--- config.mk ---
export PLATFORM = sky130hd
export DESIGN_NAME = fifo_rd_stream
export DESIGN_NICKNAME = d
export VERILOG_FILES = /design/src/rtl/fifo_rd_stream.sv
export SDC_FILE = /design/constraint.sdc
export NUM_CORES = 1
export LEC_CHECK = 0
export ABC_CLOCK_PERIOD_IN_PS = 2700
export CORE_MARGIN = 10
export CORE_UTILIZATION = 43
export CTS_CLUSTER_SIZE = 12
export DETAILED_ROUTE_END_ITERATION = 8
export PLACE_DENSITY = 0.81
export SYNTH_ARGS = -nofsm -noshare
export SYNTH_HDL_FRONTEND = slang
export SYNTH_SLANG_ARGS = --single-unit
--- constraint.sdc ---
create_clock -name clk -period 2.7 [get_ports clk]
set_input_delay 0.54 -clock clk [delete_from_list [all_inputs] [get_ports clk]]
set_output_delay 0.54 -clock clk [all_outputs]
set_load 0.02 [all_outputs]
--- src/rtl/fifo_rd_stream.sv ---
// fifo_rd_stream
//   Read-side drain stage sitting directly behind a FIFO. It requests words
//   from the FIFO, absorbs the FIFO's one-cycle read latency in a 2-entry
//   skid buffer, and presents the words as a valid/ready stream. Words are
//   never lost or reordered, and the stage sustains one word per cycle.
//
// Parameters
//   FIFO_WIDTH  data word width (must match the FIFO instance)
//   CNT_WIDTH   width of the delivered-word counter
//
// Ports
//   clk             clock, all state updates on the rising edge
//   rst_n           asynchronous active-low reset
//   fifo_rd_en      read request to the FIFO (combinational)
//   fifo_data_out   FIFO read data, valid the cycle after an accepted read
//   fifo_empty      FIFO empty flag
//   fifo_underflow  FIFO underflow flag
//   m_data          stream data (registered, head of skid buffer)
//   m_valid         stream valid (registered)
//   m_ready         consumer ready
//   err_underflow   sticky underflow error, cleared only by reset
//   rd_count        words delivered since reset (wraps)
//
// Build option
//   FIFO_RD_CNT_EN  when defined, rd_count is a live counter; otherwise it
//                   is tied to zero and the counter logic is not built.
module fifo_rd_stream #(
  parameter int FIFO_WIDTH = 16,
  parameter int CNT_WIDTH  = 32
) (
  input  logic                  clk,
  input  logic                  rst_n,
  output logic                  fifo_rd_en,
  input  logic [FIFO_WIDTH-1:0] fifo_data_out,
  input  logic                  fifo_empty,
  input  logic                  fifo_underflow,
  output logic [FIFO_WIDTH-1:0] m_data,
  output logic                  m_valid,
  input  logic                  m_ready,
  output logic                  err_underflow,
  output logic [CNT_WIDTH-1:0]  rd_count
);

  logic [1:0]            occ_reg, occ_next;
  logic                  in_flight_reg;
  logic [FIFO_WIDTH-1:0] head_reg, head_next;
  logic [FIFO_WIDTH-1:0] tail_reg, tail_next;
  logic                  err_reg;
  logic                  pop;
  logic [1:0]            occ_after_pop;
  logic [2:0]            pending;

  assign m_valid       = (occ_reg != 2'd0);
  assign m_data        = head_reg;
  assign err_underflow = err_reg;
  assign pop           = m_valid & m_ready;

  always_comb begin
    occ_after_pop = occ_reg - {1'b0, pop};
    // Words that will occupy the buffer once the in-flight read lands;
    // only issue another read if a slot is still free for it.
    pending       = {1'b0, occ_after_pop} + {2'b00, in_flight_reg};
    fifo_rd_en    = rst_n & ~fifo_empty & (pending < 3'd2);
    occ_next      = pending[1:0];

    head_next = head_reg;
    tail_next = tail_reg;
    // Shift tail into head only when a real second entry exists, so that
    // m_data keeps its last value when the buffer runs dry.
    if (pop && occ_reg == 2'd2) begin
      head_next = tail_reg;
    end
    // The arriving word goes into the first free slot after the pop.
    if (in_flight_reg) begin
      if (occ_after_pop == 2'd0) begin
        head_next = fifo_data_out;
      end else begin
        tail_next = fifo_data_out;
      end
    end
  end

  always_ff @(posedge clk or negedge rst_n) begin
    if (!rst_n) begin
      occ_reg       <= 2'd0;
      in_flight_reg <= 1'b0;
      head_reg      <= '0;
      tail_reg      <= '0;
      err_reg       <= 1'b0;
    end else begin
      occ_reg       <= occ_next;
      in_flight_reg <= fifo_rd_en;
      head_reg      <= head_next;
      tail_reg      <= tail_next;
      if (fifo_underflow) begin
        err_reg <= 1'b1;
      end
    end
  end

`ifdef FIFO_RD_CNT_EN
  logic [CNT_WIDTH-1:0] count_reg;

  always_ff @(posedge clk or negedge rst_n) begin
    if (!rst_n) begin
      count_reg <= '0;
    end else if (pop) begin
      count_reg <= count_reg + 1'b1;
    end
  end

  assign rd_count = count_reg;
`else
  assign rd_count = '0;
`endif

endmodule

==> run metrics <==
Synth async-reset ratio=100%; Post-Syn Area=0.00179 mm^2; min-delay worst type=input pin to async pin; std cell rows=23; DR vias=1243; Worst Setup Path Type=flop to primary output; Synth Area in Simple Gates=13.1%; crit end category=primary output; clock root buffer=clkbuf_8; Critical Path Source=occ_reg[0]; Core ar.=0.00403 mm^2; Ant. Diodes=0; Reg-to-Reg End=tail_reg[6]; Global Route Usage Sum=10.5%; Max-Cap Viols=0; Core Util, Final=56.6%; placed instance area=0.00212 mm^2; Multi-input gate area=722 um^2; worst skew pair latency=0.28 ns; dpl ws=-0.445 ns; largest net degree at the start of global routing=37; Layout area overhead=27.3%; HPWL Detailed=2870 um; die width=84.5 um; Hold Fails Final Rpt=0; H-tree lvl count=2; post-route cell area=0.00228 mm^2; max frequency=382 MHz; # fillers=352; vias in the first global route=1303; DIE HEIGHT=84.5 um; post-synthesis mux area share=10.1%; Setup-failing EPs final=0; largest family of logic cells by synthesized area=buffers and inverters; routed vias/inst=4.60; Worst Max-Slew Pin Slew=0.643 ns; GR Overflow Total=0; first-pass GRT wire length=6240 um; average size of a mapped cell=10.3 um^2; layout cell share with drive strength beyond 1=20.0%; VDD IR max=613 uV; DRC=0; GPL Wtd Cong=0.709; setup ws final=0.0809 ns; Critical Path RT=2.16 ns; Post-Route WL=3940 um; Bufs on Longest Clock Path=2; worst r2r src=occ_reg[0]; Reg clk slew, reported paths=0.07 ns; startpoint types=flop; Slew headroom=57.2%; Synth cell types=20; TritonCTS Buffers=5; area occupied by registers=901 um^2; Adder-Cell Fraction of Synth Area=2.10%; I/O pin count=72; Max FO, Critical Path=2; R2R setup slack=0.66 ns; Leak Pwr=1.06 nW; sequential fraction of the synthesis area=50.3%; final-report max-slew violation count=0; CTS tree=yes; complex-gate fraction of the synthesized area=6.50%; initial antenna violation count=0; Synth Flop Type=dfrtp_1; IO buf count=39; TritonRoute pass-1 iters=5; outcome=finished clean; WP data arrival=2.08 ns; initial core utilization=44.4%; post-placement cell count=261; FF+latch count, synth=36; Tcrit/Tclk final=97.0%; Layout Cells excl Fill=270; EDFF count, synth=0; clk_skew=0.00712 ns; Worst R2R Path Depth=8; # nets final=243; drt wl/cell=14.6 um; Final min period=2.62 ns; Cells after Synth=173; clock sink count=36; initial drt markers=40; Yosys warnings=0; P per Cell Area=1140 mW/mm^2; post-route ant nets=0; Synth Area in XOR/XNOR=0.489%; die footprint=0.00715 mm^2
==> per-layer routing <==
| metal | vias up | part of all wire [%] | GRT usage (%) |
|---|---|---|---|
| li1 | 598 | - | - |
| met1 | 595 | 36 | 9.80 |
| met2 | 45 | 53 | 19.1 |
| met3 | 5 | 9.2 | 5.12 |
| met4 | 0 | 1.3 | 4.49 |
| met5 | - | 0 | 0 |
==> final cells by class <==
type / count / share of cell area, %
clock buffers: 7 / 4.23
well taps: 50 / 2.74
inverters: 3 / 0.494
repair buffers: 48 / 20.0
clock inverters: 1 / 1.32
flip-flops and latches: 36 / 39.5
multi-input cells: 125 / 31.7
==> stage by stage <==
| stage | total power [W] | hold WS [ns] | setup TNS (ns) |
|---|---|---|---|
| 3_3_place_gp | 0.00201 | 0.460 | -0.393 |
| 6_report | 0.00261 | 0.319 | 0 |
| 2_1_floorplan | 0.00166 | 0.244 | 0 |
| 3_5_place_dp | 0.00207 | 0.462 | -0.445 |
| 5_1_grt | 0.00278 | 0.350 | -0.00614 |
| 4_1_cts | 0.00258 | 0.313 | 0 |
==> critical path, stage by stage, from the launching register on <==
cell	delay, ns
dfrtp_1	0.38
or2_4	0.25
and2_4	0.17
ha_4	0.26
inv_1	0.05
ha_1	0.17
inv_1	0.05
ha_2	0.16
nand2_2	0.05
nor2_2	0.13
buf_6	0.13
==> worst max-delay path by stage <==
stage	to	cells past startpoint
2_1_floorplan	fifo_rd_en	10
3_3_place_gp	fifo_rd_en	10
3_5_place_dp	fifo_rd_en	10
4_1_cts	fifo_rd_en	10
5_1_grt	fifo_rd_en	10
6_report	fifo_rd_en	10
==> timing repair <==
action / CTS / global route
setup buffers: 0 / 1
hold buffers: 0 / 0
pin swaps: 0 / 2
gates resized for setup: 5 / 8
setup endpoints to repair: 1 / 1
==> synth_stat cells, types with 2 or more instances <==
cell	instances	share of area [%]
buf_4	32	13
a31oi_1	16	5.6
inv_1	3	0.63
nand2_1	33	6.9
buf_6	3	1.9
nor2_1	17	3.6
or2_2	2	0.70
dfrtp_1	36	50
buf_2	3	0.84
mux2_2	16	10
ha_1	3	2.1
==> power breakdown <==
| part | switching, W | internal, W |
|---|---|---|
| clock | 0.000183 | 0.000326 |
| combinational | 0.000582 | 0.000585 |
| sequential | 0.000131 | 0.000803 |
| total | 0.000895 | 0.00171 |
==> logic make-up (layout without fill, tap and decap cells) <==
kind of cell	after synthesis	after routing
AOI/OAI and AO/OA	17	17
xor gates and xnor gates	1	1
adders and majority gates	3	3
buffers and inverters	43	59
DFF	36	36
muxes	16	16
other	1	32
and+or+nand+nor	56	56
==> cells in the final DEF (no fill, tap or decap), drive strengths merged, types with 2 or more instances in the layout <==
| cell | n |
|---|---|
| clkbuf | 7 |
| dfrtp | 36 |
| nor2 | 17 |
| buf | 11 |
| a31oi | 16 |
| ha | 3 |
| mux2 | 16 |
| conb | 32 |
| inv | 3 |
| nand2 | 33 |
| nand3b | 2 |
| clkdlybuf4s50 | 36 |
| or2 | 2 |
Power figures use the tool's default switching activity.
